## config.mk

```make
export PLATFORM = sky130hd
export DESIGN_NAME = writeback_unit
export DESIGN_NICKNAME = d
export VERILOG_FILES = /design/src/rtl/writeback_pkg.sv /design/src/rtl/load_scoreboard.sv /design/src/rtl/writeback_unit.sv
export SDC_FILE = /design/constraint.sdc
export NUM_CORES = 1
export LEC_CHECK = 0
export ABC_AREA = 1
export BUFFER_PORTS_ARGS = -buffer_cell sky130_fd_sc_hd__buf_4
export CAP_MARGIN = 30
export CORE_MARGIN = 8
export CORE_UTILIZATION = 45
export CTS_CLUSTER_DIAMETER = 50
export DETAILED_ROUTE_END_ITERATION = 8
export PLACE_DENSITY_LB_ADDON = 0.15
export SYNTH_ARGS = -nofsm -noshare
export SYNTH_HDL_FRONTEND = slang
export SYNTH_SLANG_ARGS = --single-unit
```

## constraint.sdc

```tcl
create_clock -name clk -period 2 [get_ports clk]
set_input_delay 0.4 -clock clk [delete_from_list [all_inputs] [get_ports clk]]
set_output_delay 0.4 -clock clk [all_outputs]
set_load 0.02 [all_outputs]
```

## src/rtl/writeback_pkg.sv

```systemverilog
// Shared constants, the write-request record and counter sizing for the writeback path.
package writeback_pkg;

  localparam int REG_W = 5;
  localparam int XLEN  = 32;
  localparam int NREGS = 32;

  typedef struct packed {
    logic             valid;
    logic [REG_W-1:0] rd;
    logic [XLEN-1:0]  data;
  } wb_req_t;

  function automatic int cnt_w(input int max);
    return $clog2(max + 1);
  endfunction

endpackage

```

## src/rtl/load_scoreboard.sv

```systemverilog
// Pending-load bit per register plus an outstanding-load counter; lookups are combinational.
// Issue is refused at MAX_OUTSTANDING; a response with nothing outstanding latches err_o.
module load_scoreboard
  import writeback_pkg::*;
#(
  parameter int NREGS           = writeback_pkg::NREGS,
  parameter int MAX_OUTSTANDING = 4
) (
  input  logic             clk,
  input  logic             rst_ni,
  input  logic             issue_load_i,
  input  logic [REG_W-1:0] issue_rd_i,
  input  logic             rsp_acc_i,
  input  logic [REG_W-1:0] rsp_rd_i,
  input  logic [REG_W-1:0] rs1_sel_i,
  input  logic [REG_W-1:0] rs2_sel_i,
  output logic             issue_ready_o,
  output logic             rs1_pend_o,
  output logic             rs2_pend_o,
  output logic             issue_pend_o,
  output logic             err_o
);

  localparam int CW = cnt_w(MAX_OUTSTANDING);

  logic [NREGS-1:0] r_sb;
  logic [NREGS-1:0] w_sb_nxt;
  logic [NREGS-1:0] w_set;
  logic [NREGS-1:0] w_clr;
  logic [CW-1:0]    r_cnt;
  logic [CW-1:0]    w_cnt_nxt;
  logic             r_err;
  logic             w_issue_acc;

  assign issue_ready_o = r_cnt < CW'(MAX_OUTSTANDING);
  assign w_issue_acc   = issue_load_i && issue_ready_o;
  assign rs1_pend_o    = r_sb[rs1_sel_i];
  assign rs2_pend_o    = r_sb[rs2_sel_i];
  assign issue_pend_o  = r_sb[issue_rd_i];
  assign err_o         = r_err;

  // Set is applied after clear so a same-cycle issue to a retiring register stays pending.
  always_comb begin
    w_set = '0;
    w_clr = '0;
    if (w_issue_acc) w_set[issue_rd_i] = 1'b1;
    if (rsp_acc_i)   w_clr[rsp_rd_i]   = 1'b1;
    w_sb_nxt    = (r_sb & ~w_clr) | w_set;
    w_sb_nxt[0] = 1'b0;
  end

  always_comb begin
    w_cnt_nxt = r_cnt;
    if (w_issue_acc && !rsp_acc_i)                  w_cnt_nxt = r_cnt + CW'(1);
    else if (!w_issue_acc && rsp_acc_i && r_cnt != '0) w_cnt_nxt = r_cnt - CW'(1);
  end

  always_ff @(posedge clk or negedge rst_ni) begin
    if (!rst_ni) begin
      r_sb  <= '0;
      r_cnt <= '0;
      r_err <= 1'b0;
    end else begin
      r_sb  <= w_sb_nxt;
      r_cnt <= w_cnt_nxt;
      if (rsp_acc_i && r_cnt == '0) r_err <= 1'b1;
    end
  end

endmodule

```

## src/rtl/writeback_unit.sv

```systemverilog
// Merges ALU results and load responses into one registered RF write (1-cycle latency).
// ALU never stalls and always wins; load responses wait via mem_ready_o, loads via issue_ready_o/hazard_o.
module writeback_unit
  import writeback_pkg::*;
#(
  parameter int XLEN            = writeback_pkg::XLEN,
  parameter int NREGS           = writeback_pkg::NREGS,
  parameter int MAX_OUTSTANDING = 4
) (
  input  logic             clk,
  input  logic             rst_ni,
  input  logic             alu_valid_i,
  input  logic [REG_W-1:0] alu_rd_i,
  input  logic [XLEN-1:0]  alu_data_i,
  input  logic             issue_load_i,
  input  logic [REG_W-1:0] issue_rd_i,
  output logic             issue_ready_o,
  input  logic             mem_valid_i,
  input  logic [REG_W-1:0] mem_rd_i,
  input  logic [XLEN-1:0]  mem_data_i,
  output logic             mem_ready_o,
  input  logic [REG_W-1:0] rs1_sel_i,
  input  logic [REG_W-1:0] rs2_sel_i,
  input  logic [XLEN-1:0]  rf_out1_i,
  input  logic [XLEN-1:0]  rf_out2_i,
  output logic [XLEN-1:0]  rs1_data_o,
  output logic [XLEN-1:0]  rs2_data_o,
  output logic             hazard_o,
  output logic [XLEN-1:0]  rf_data_o,
  output logic [REG_W-1:0] rf_sel_o,
  output logic             rf_en_o,
  output logic             err_o
);

  wb_req_t         w_win;
  wb_req_t         r_wb;
  logic            w_rsp_acc;
  logic            w_rs1_pend;
  logic            w_rs2_pend;
  logic            w_issue_pend;
  logic            r_hit1;
  logic            r_hit2;
  logic [XLEN-1:0] r_fwd;

  assign mem_ready_o = !alu_valid_i;
  assign w_rsp_acc   = mem_valid_i && mem_ready_o;

  always_comb begin
    w_win = '0;
    if (alu_valid_i) begin
      w_win.valid = 1'b1;
      w_win.rd    = alu_rd_i;
      w_win.data  = alu_data_i;
    end else if (w_rsp_acc) begin
      w_win.valid = 1'b1;
      w_win.rd    = mem_rd_i;
      w_win.data  = mem_data_i;
    end
  end

  // r_wb.valid is the write enable itself, so x0 winners never raise it.
  always_ff @(posedge clk or negedge rst_ni) begin
    if (!rst_ni) begin
      r_wb <= '0;
    end else begin
      r_wb.valid <= w_win.valid && (w_win.rd != '0);
      if (w_win.valid) begin
        r_wb.rd   <= w_win.rd;
        r_wb.data <= w_win.data;
      end
    end
  end

  assign rf_en_o   = r_wb.valid;
  assign rf_sel_o  = r_wb.rd;
  assign rf_data_o = r_wb.data;

  // The RF read sampled on the writing edge returns the stale value; substitute the write data for that one cycle.
  always_ff @(posedge clk or negedge rst_ni) begin
    if (!rst_ni) begin
      r_hit1 <= 1'b0;
      r_hit2 <= 1'b0;
      r_fwd  <= '0;
    end else begin
      r_hit1 <= rf_en_o && (rf_sel_o == rs1_sel_i) && (rs1_sel_i != '0);
      r_hit2 <= rf_en_o && (rf_sel_o == rs2_sel_i) && (rs2_sel_i != '0);
      r_fwd  <= rf_data_o;
    end
  end

  assign rs1_data_o = r_hit1 ? r_fwd : rf_out1_i;
  assign rs2_data_o = r_hit2 ? r_fwd : rf_out2_i;

  assign hazard_o = w_rs1_pend | w_rs2_pend
                  | (issue_load_i & w_issue_pend)
                  | (issue_load_i & !issue_ready_o);

  load_scoreboard #(
    .NREGS          (NREGS),
    .MAX_OUTSTANDING(MAX_OUTSTANDING)
  ) u_sb (
    .clk          (clk),
    .rst_ni       (rst_ni),
    .issue_load_i (issue_load_i),
    .issue_rd_i   (issue_rd_i),
    .rsp_acc_i    (w_rsp_acc),
    .rsp_rd_i     (mem_rd_i),
    .rs1_sel_i    (rs1_sel_i),
    .rs2_sel_i    (rs2_sel_i),
    .issue_ready_o(issue_ready_o),
    .rs1_pend_o   (w_rs1_pend),
    .rs2_pend_o   (w_rs2_pend),
    .issue_pend_o (w_issue_pend),
    .err_o        (err_o)
  );

endmodule

```

==> impl_metrics.yaml, run 1 <==
logic_synthesis:
  syn_area_per_cell_um2: 8.05
  synthFlopType: "dfrtp_1"
  synth-edff-count: 0
  ys_types: 26
  ys_ff_latch: 107
  async_flop_share: 1.00
  synth_top_area_share: 0.452
  ys_seq_area_frac: 0.452
  synthTopCellsByArea: "dfrtp_1 45%, nand2_1 15%, mux2_2 11%"
  synth_warnings: 0
  synthesis.area_mm2: 0.00593
  synthCells: 737
  synth_top_cell_by_area: "dfrtp_1"
  synth_nets: 896
clock_tree:
  clk_pin_slew_worst_paths_ns: 0.07
  holdBufCountCts: 0
  clockBufferDepth: 2
  cts_root_buf: "clkbuf_16"
  cts_tree: "yes"
  cts_buffers: 9
  clock-sinks: 107
  htreeDepth: 3
  clk-insertion-delay-late_ns: 0.35
power_and_ir_drop:
  p_sw_mw: 2.39
  swShare: 0.352
  max-vdd-ir-drop_mv: 0.452
  combPwrFrac: 0.317
  clkPwrFrac: 0.251
  leakage_nw: 4.21
  power.internal_mw: 4.41
  power_density_mw_per_mm2: 803
  pwr-share-seq: 0.432
  power.total_mw: 6.80
detailed_routing:
  drt_pass1_iterations: 5
  drtAntennaViolNets: 0
  drt_iter0_markers: 372
  vias: 6202
  viasPerCell: 5.25
  wl_per_cell_um: 18.8
  drt_wl_total_um: 22200
  drc_errors: 0
global_routing:
  grt_pass1_wl_um: 33000
  antenna_found_initial: 0
  overflow: 0
  grt.total_usage: 0.251
  grt_max_degree: 58
  grt_pass1_vias: 6034
floorplanning:
  dieArea_mm2: 0.0171
  start_util: 0.455
  die_y_um: 131
  fp.coreArea_mm2: 0.0130
  rows: 42
  ios: 264
  dieWidth_um: 131
layout:
  final_cell_mix: "278 x buf_4, 238 x nand2_1, 107 x nand3_1, 104 x dfrtp_1, 75 x o21ai_0"
  fin_util: 0.649
  n_antenna_cell: 0
  synthToLayoutAreaGrowth_pct: 42.8
  stdcell_area_mm2: 0.00846
  fillers: 1147
  fin_cells: 1182
  drive_gt1_frac: 0.372
  fin_nets: 1160
  final_common_cell: "buf_4"
placement:
  dp_worst_setup_slack_ns: 0.0179
  dp.cells: 1160
  place_area_mm2: 0.00812
  port_buffers: 263
  dpl.hpwl_um: 17300
  place_congestion: 0.934
min_path:
  hp-class: "in2async"
setup_path:
  cp_cell_sequence: "buf_4 > inv_1 > nand2_1 > nand3_1 > nand3_1 > nand3_1 > nand3_1 > nand2_1 > nand3_2 > buf_6"
  start_kind: "register"
  arrival_ns: 1.63
  cp_common_cell: "nand3_1"
  slowest_stage: "dfrtp_2"
  critical_path_required_ns: 1.60
  reg2reg_from: "u_sb.r_cnt[2]$_DFFE_PN0P_"
  worstRegToRegCells: 7
  criticalPathCategory: "reg2out"
  slowest_delay_ns: 0.44
  cp.depth: 10
  endpoint_kind: "output pin"
  critical-path-top-delay-family: "simple AND/OR/NAND/NOR gates"
  critPathLaunch: "u_sb.r_sb[11]$_DFF_PN0_"
  crit_buf_inv: 3
  path_max_fanout: 4
timing:
  clock_skew_ns: 0.00892
  fin_crit_sh: 1.02
  period_minus_slack_ns: 2.03
  fin_setup_tns_ns: -0.0314
  hold_viol_final: 0
  setup_viol: 1
  fmax_ghz: 0.492
  whs_ns: 0.0336
  slew_viol_final: 0
  rsz0062_at_grt: "yes"
  fin_ws_ns: -0.0314
  relSlewSlack: 0.714
  worstMarginPinSlew_ns: 0.429
run:
  maxCapViolCount: 0
status:
  violations: "setup timing"
  outcome: "complete, but fails checks"
[power groups by stage]
stage	clock network, mW	registers (mW)	logic, mW
floorplan	0	2.90	1.10
global placement	0	2.96	2.04
detailed placement	0	2.96	2.07
CTS	1.75	2.92	2.10
global route	1.81	2.98	2.39
finish	1.70	2.94	2.16
[final cells by class]
class                   count  area [um^2]  area share
repair buffers            284         2200       0.260
multi-input cells         533         2840       0.335
well taps                 176          220      0.0260
flip-flops and latches    107         2680       0.317
clock inverters             4         32.5     0.00384
clock buffers              12          246      0.0291
inverters                  66          250      0.0296
[layer usage]
metal | vias to the layer above | routed length, um | GRT usage
li1 | 2966 | - | -
met1 | 2914 | 8860 | 0.308
met2 | 269 | 10700 | 0.416
met3 | 53 | 1800 | 0.0499
met4 | 0 | 779 | 0.122
met5 | - | 0 | 0
[cells by family (layout without fill, tap and decap cells)]
logic type,count (synthesis),after routing,synth area share
XOR/XNOR,4,4,0.00591
adder cells (fa/ha/maj),1,1,0.00338
multiplexers,64,64,0.122
AO/OA/AOI/OAI,97,97,0.0855
flip-flops,107,107,0.452
AND/OR/NAND/NOR,367,367,0.258
buffers and inverters,97,366,0.0739
[cell usage after synthesis, types with 4 or more instances]
| master | number |
|---|---|
| a21oi_1 | 5 |
| o21bai_1 | 4 |
| buf_2 | 12 |
| o21ai_1 | 7 |
| mux2_2 | 60 |
| nand3_1 | 108 |
| o21ai_0 | 76 |
| nand2_1 | 239 |
| buf_6 | 5 |
| dfrtp_1 | 107 |
| inv_1 | 62 |
| nor2_1 | 7 |
| buf_4 | 5 |
| nor3_1 | 11 |
| clkbuf_1 | 6 |
| mux2_1 | 4 |
[worst register-to-register path: stages, from the launching register on]
cell     delay, ns
dfrtp_1       0.38
inv_1         0.15
nand2_1       0.09
inv_1         0.16
nand2_1       0.15
fa_1          0.38
a21oi_1       0.15
xor2_1        0.15
[sequential cells by signal, indices dropped and copies added (netlist names)]
register    flops
r_fwd          32
rf_data_o      32
u_sb.err_o      1
u_sb.r_sb      31
rf_sel_o        5
rf_en_o         1
r_hit1          1
u_sb.r_cnt      3
r_hit2          1
[worst paths after layout]
path / endpoint / slack [ns]
setup / recovery: hazard_o / -0.03
min in group clk: rf_data_o[22]$_DFFE_PN0P_ / 0.25
setup reg to reg: u_sb.r_cnt[2]$_DFFE_PN0P_ / 0.32
max in group asynchronous: u_sb.r_sb[11]$_DFF_PN0_ / 1.68
hold reg to reg: r_fwd[0]$_DFF_PN0_ / 0.40
hold / removal: u_sb.r_sb[30]$_DFF_PN0_ / 0.03
[timing repair]
action,CTS,global route
endpoints found under the setup margin,1,1
endpoints found under the hold margin,0,0
buffers inserted,1,5
gates resized for setup,7,5
pin swaps,7,14
Note: power is estimated with default switching activity, not from simulation.
==> run 2, diff against run 1 <==
Settings changed: CTS_BUF_LIST set to sky130_fd_sc_hd__clkbuf_2.
==> impl_metrics.yaml, run 2 (synthesis results as in run 1) <==
placement:
  dp_worst_setup_slack_ns: 0.0179
  dpl.hpwl_um: 17300
  port_buffers: 263
  place_congestion: 0.934
  dp.cells: 1160
detailed_routing:
  wl_per_cell_um: 21.9
  drt_iter0_markers: 516
  drtAntennaViolNets: 0
  drt_wl_total_um: 27500
  drc_errors: 0
  drt_pass1_iterations: 6
  vias: 6860
  viasPerCell: 5.47
timing:
  fin_ws_ns: -0.404
  relSlewSlack: 0.691
  fin_crit_sh: 1.20
  rsz0062_at_grt: "yes"
  setup_viol: 65
  worstMarginPinSlew_ns: 0.464
  hold_viol_final: 0
  whs_ns: 0.0384
  clock_skew_ns: 0.0408
  slew_viol_final: 0
  period_minus_slack_ns: 2.40
  fmax_ghz: 0.416
clock_tree:
  cts_buffers: 9
  htreeDepth: 3
  clockBufferDepth: 2
  cts_tree: "yes"
  clk-insertion-delay-late_ns: 0.65
  clk_pin_slew_worst_paths_ns: 0.30
  cts_root_buf: "clkbuf_2"
  clock-sinks: 107
setup_path:
  start_kind: "register"
  cp_cell_sequence: "inv_1 > nand2_1 > nand3_1 > nand3_1 > nand3_1 > nand3_1 > nand2_1 > nand3_2 > buf_6"
  endpoint_kind: "output pin"
  criticalPathCategory: "reg2out"
  slowest_delay_ns: 0.49
  critical_path_required_ns: 1.60
  arrival_ns: 2.00
  reg2reg_from: "u_sb.r_cnt[2]$_DFFE_PN0P_"
  critical-path-top-delay-family: "simple AND/OR/NAND/NOR gates"
  path_max_fanout: 3
  cp.depth: 9
  r2r_end: "u_sb.r_cnt[2]$_DFFE_PN0P_"
  worstRegToRegCells: 7
  crit_buf_inv: 2
  r2r_slack_ns: 0.28
  cp_common_cell: "nand3_1"
  slowest_stage: "dfrtp_1"
power_and_ir_drop:
  leakage_nw: 4.78
  power_density_mw_per_mm2: 674
  power.total_mw: 6.44
  max-vdd-ir-drop_mv: 0.434
floorplanning:
  dieArea_mm2: 0.0171
  start_util: 0.455
  rows: 42
  dieWidth_um: 131
  ios: 264
  fp.coreArea_mm2: 0.0130
  die_y_um: 131
min_path:
  hold_end: "r_hit2$_DFF_PN0_"
  holdPathStages: 3
  hp-start: "rs2_sel_i[4]"
  hp-class: "in2reg"
global_routing:
  grt.total_usage: 0.307
  grt_max_degree: 58
  grt_pass1_wl_um: 39500
  overflow: 0
  grt_pass1_vias: 7029
  antenna_found_initial: 1
layout:
  fin_cells: 1254
  fin_nets: 1231
  fillers: 935
  fin_util: 0.733
  final_common_cell: "nand2_1"
  final_cell_mix: "238 x nand2_1, 212 x buf_4, 106 x nand3_1, 103 x dfrtp_1, 75 x o21ai_0"
  drive_gt1_frac: 0.358
  synthToLayoutAreaGrowth_pct: 61.1
status:
  outcome: "complete, but fails checks"
  violations: "setup timing"
run:
  maxCapViolCount: 0
-- run 2: cell count changes in the layout (fill, tap and decap cells not counted), sizes merged --
cell	before	now
dlygate4sd3	0	65
clkinv	1	2
diode	0	1
buf	284	289
-- run 2: cell type report --
class / count / area (um^2) / area share
antenna: 1 / 2.50 / 0.000262
clock buffer: 11 / 55.1 / 0.00576
clock inverter: 5 / 36.3 / 0.00380
inverter: 66 / 250 / 0.0262
multi-input combinational: 533 / 3080 / 0.322
sequential: 107 / 2680 / 0.281
tap: 176 / 220 / 0.0231
timing repair buffer: 355 / 3230 / 0.338
-- run 2: worst max path at each step --
stage                                 start  slack, ns  endpoint
finish               u_sb.r_sb[3]$_DFF_PN0_      -0.40  hazard_o
global route        u_sb.r_sb[15]$_DFF_PN0_      -0.53  hazard_o
CTS                 u_sb.r_sb[11]$_DFF_PN0_      -0.39  hazard_o
detailed placement            issue_rd_i[0]       0.02  hazard_o
global placement              issue_rd_i[0]       0.04  hazard_o
floorplan                     issue_rd_i[0]       0.33  hazard_o
-- run 2: worst reg2reg max path: stages (launching register included) --
cell,delay (ns)
dfrtp_1,0.44
inv_1,0.15
nand2_1,0.09
inv_1,0.16
nand2_1,0.15
fa_1,0.38
a21oi_1,0.15
xor2_1,0.15
-- run 2: per-layer routing --
layer | vias up | routed length (um) | track usage
li1 | 3094 | - | -
met4 | 0 | 1530 | 0.195
met1 | 3282 | 10000 | 0.341
met5 | - | 0 | 0
met3 | 104 | 2600 | 0.0816
met2 | 380 | 13400 | 0.516
-- run 2: through the flow --
| step | area (um^2) | TNS [ns] |
|---|---|---|
| after floorplan | 5930 | 0 |
| after global placement | 8120 | 0 |
| after detailed placement | 8120 | 0 |
| after CTS | 9500 | -18.85 |
| after global routing | 9550 | -19.65 |
| final | 9550 | -16.98 |
-- run 2: report_power, final --
| group | switching [mW] | total, mW | leakage (nW) | internal (mW) |
|---|---|---|---|---|
| clock network | 0.769 | 0.951 | 0.0619 | 0.182 |
| registers | 0.419 | 2.96 | 1.32 | 2.54 |
| logic | 1.31 | 2.52 | 3.39 | 1.21 |
-- run 2: timing repair --
| item | in CTS | in global routing |
|---|---|---|
| hold endpoints to repair | 139 | 0 |
| resized for setup | 128 | 27 |
| setup endpoints to repair | 65 | 65 |
| buffers inserted | 6 | 4 |
| pin swaps | 6 | 7 |
| hold buffers | 65 | 0 |
| gates cloned | 5 | 1 |
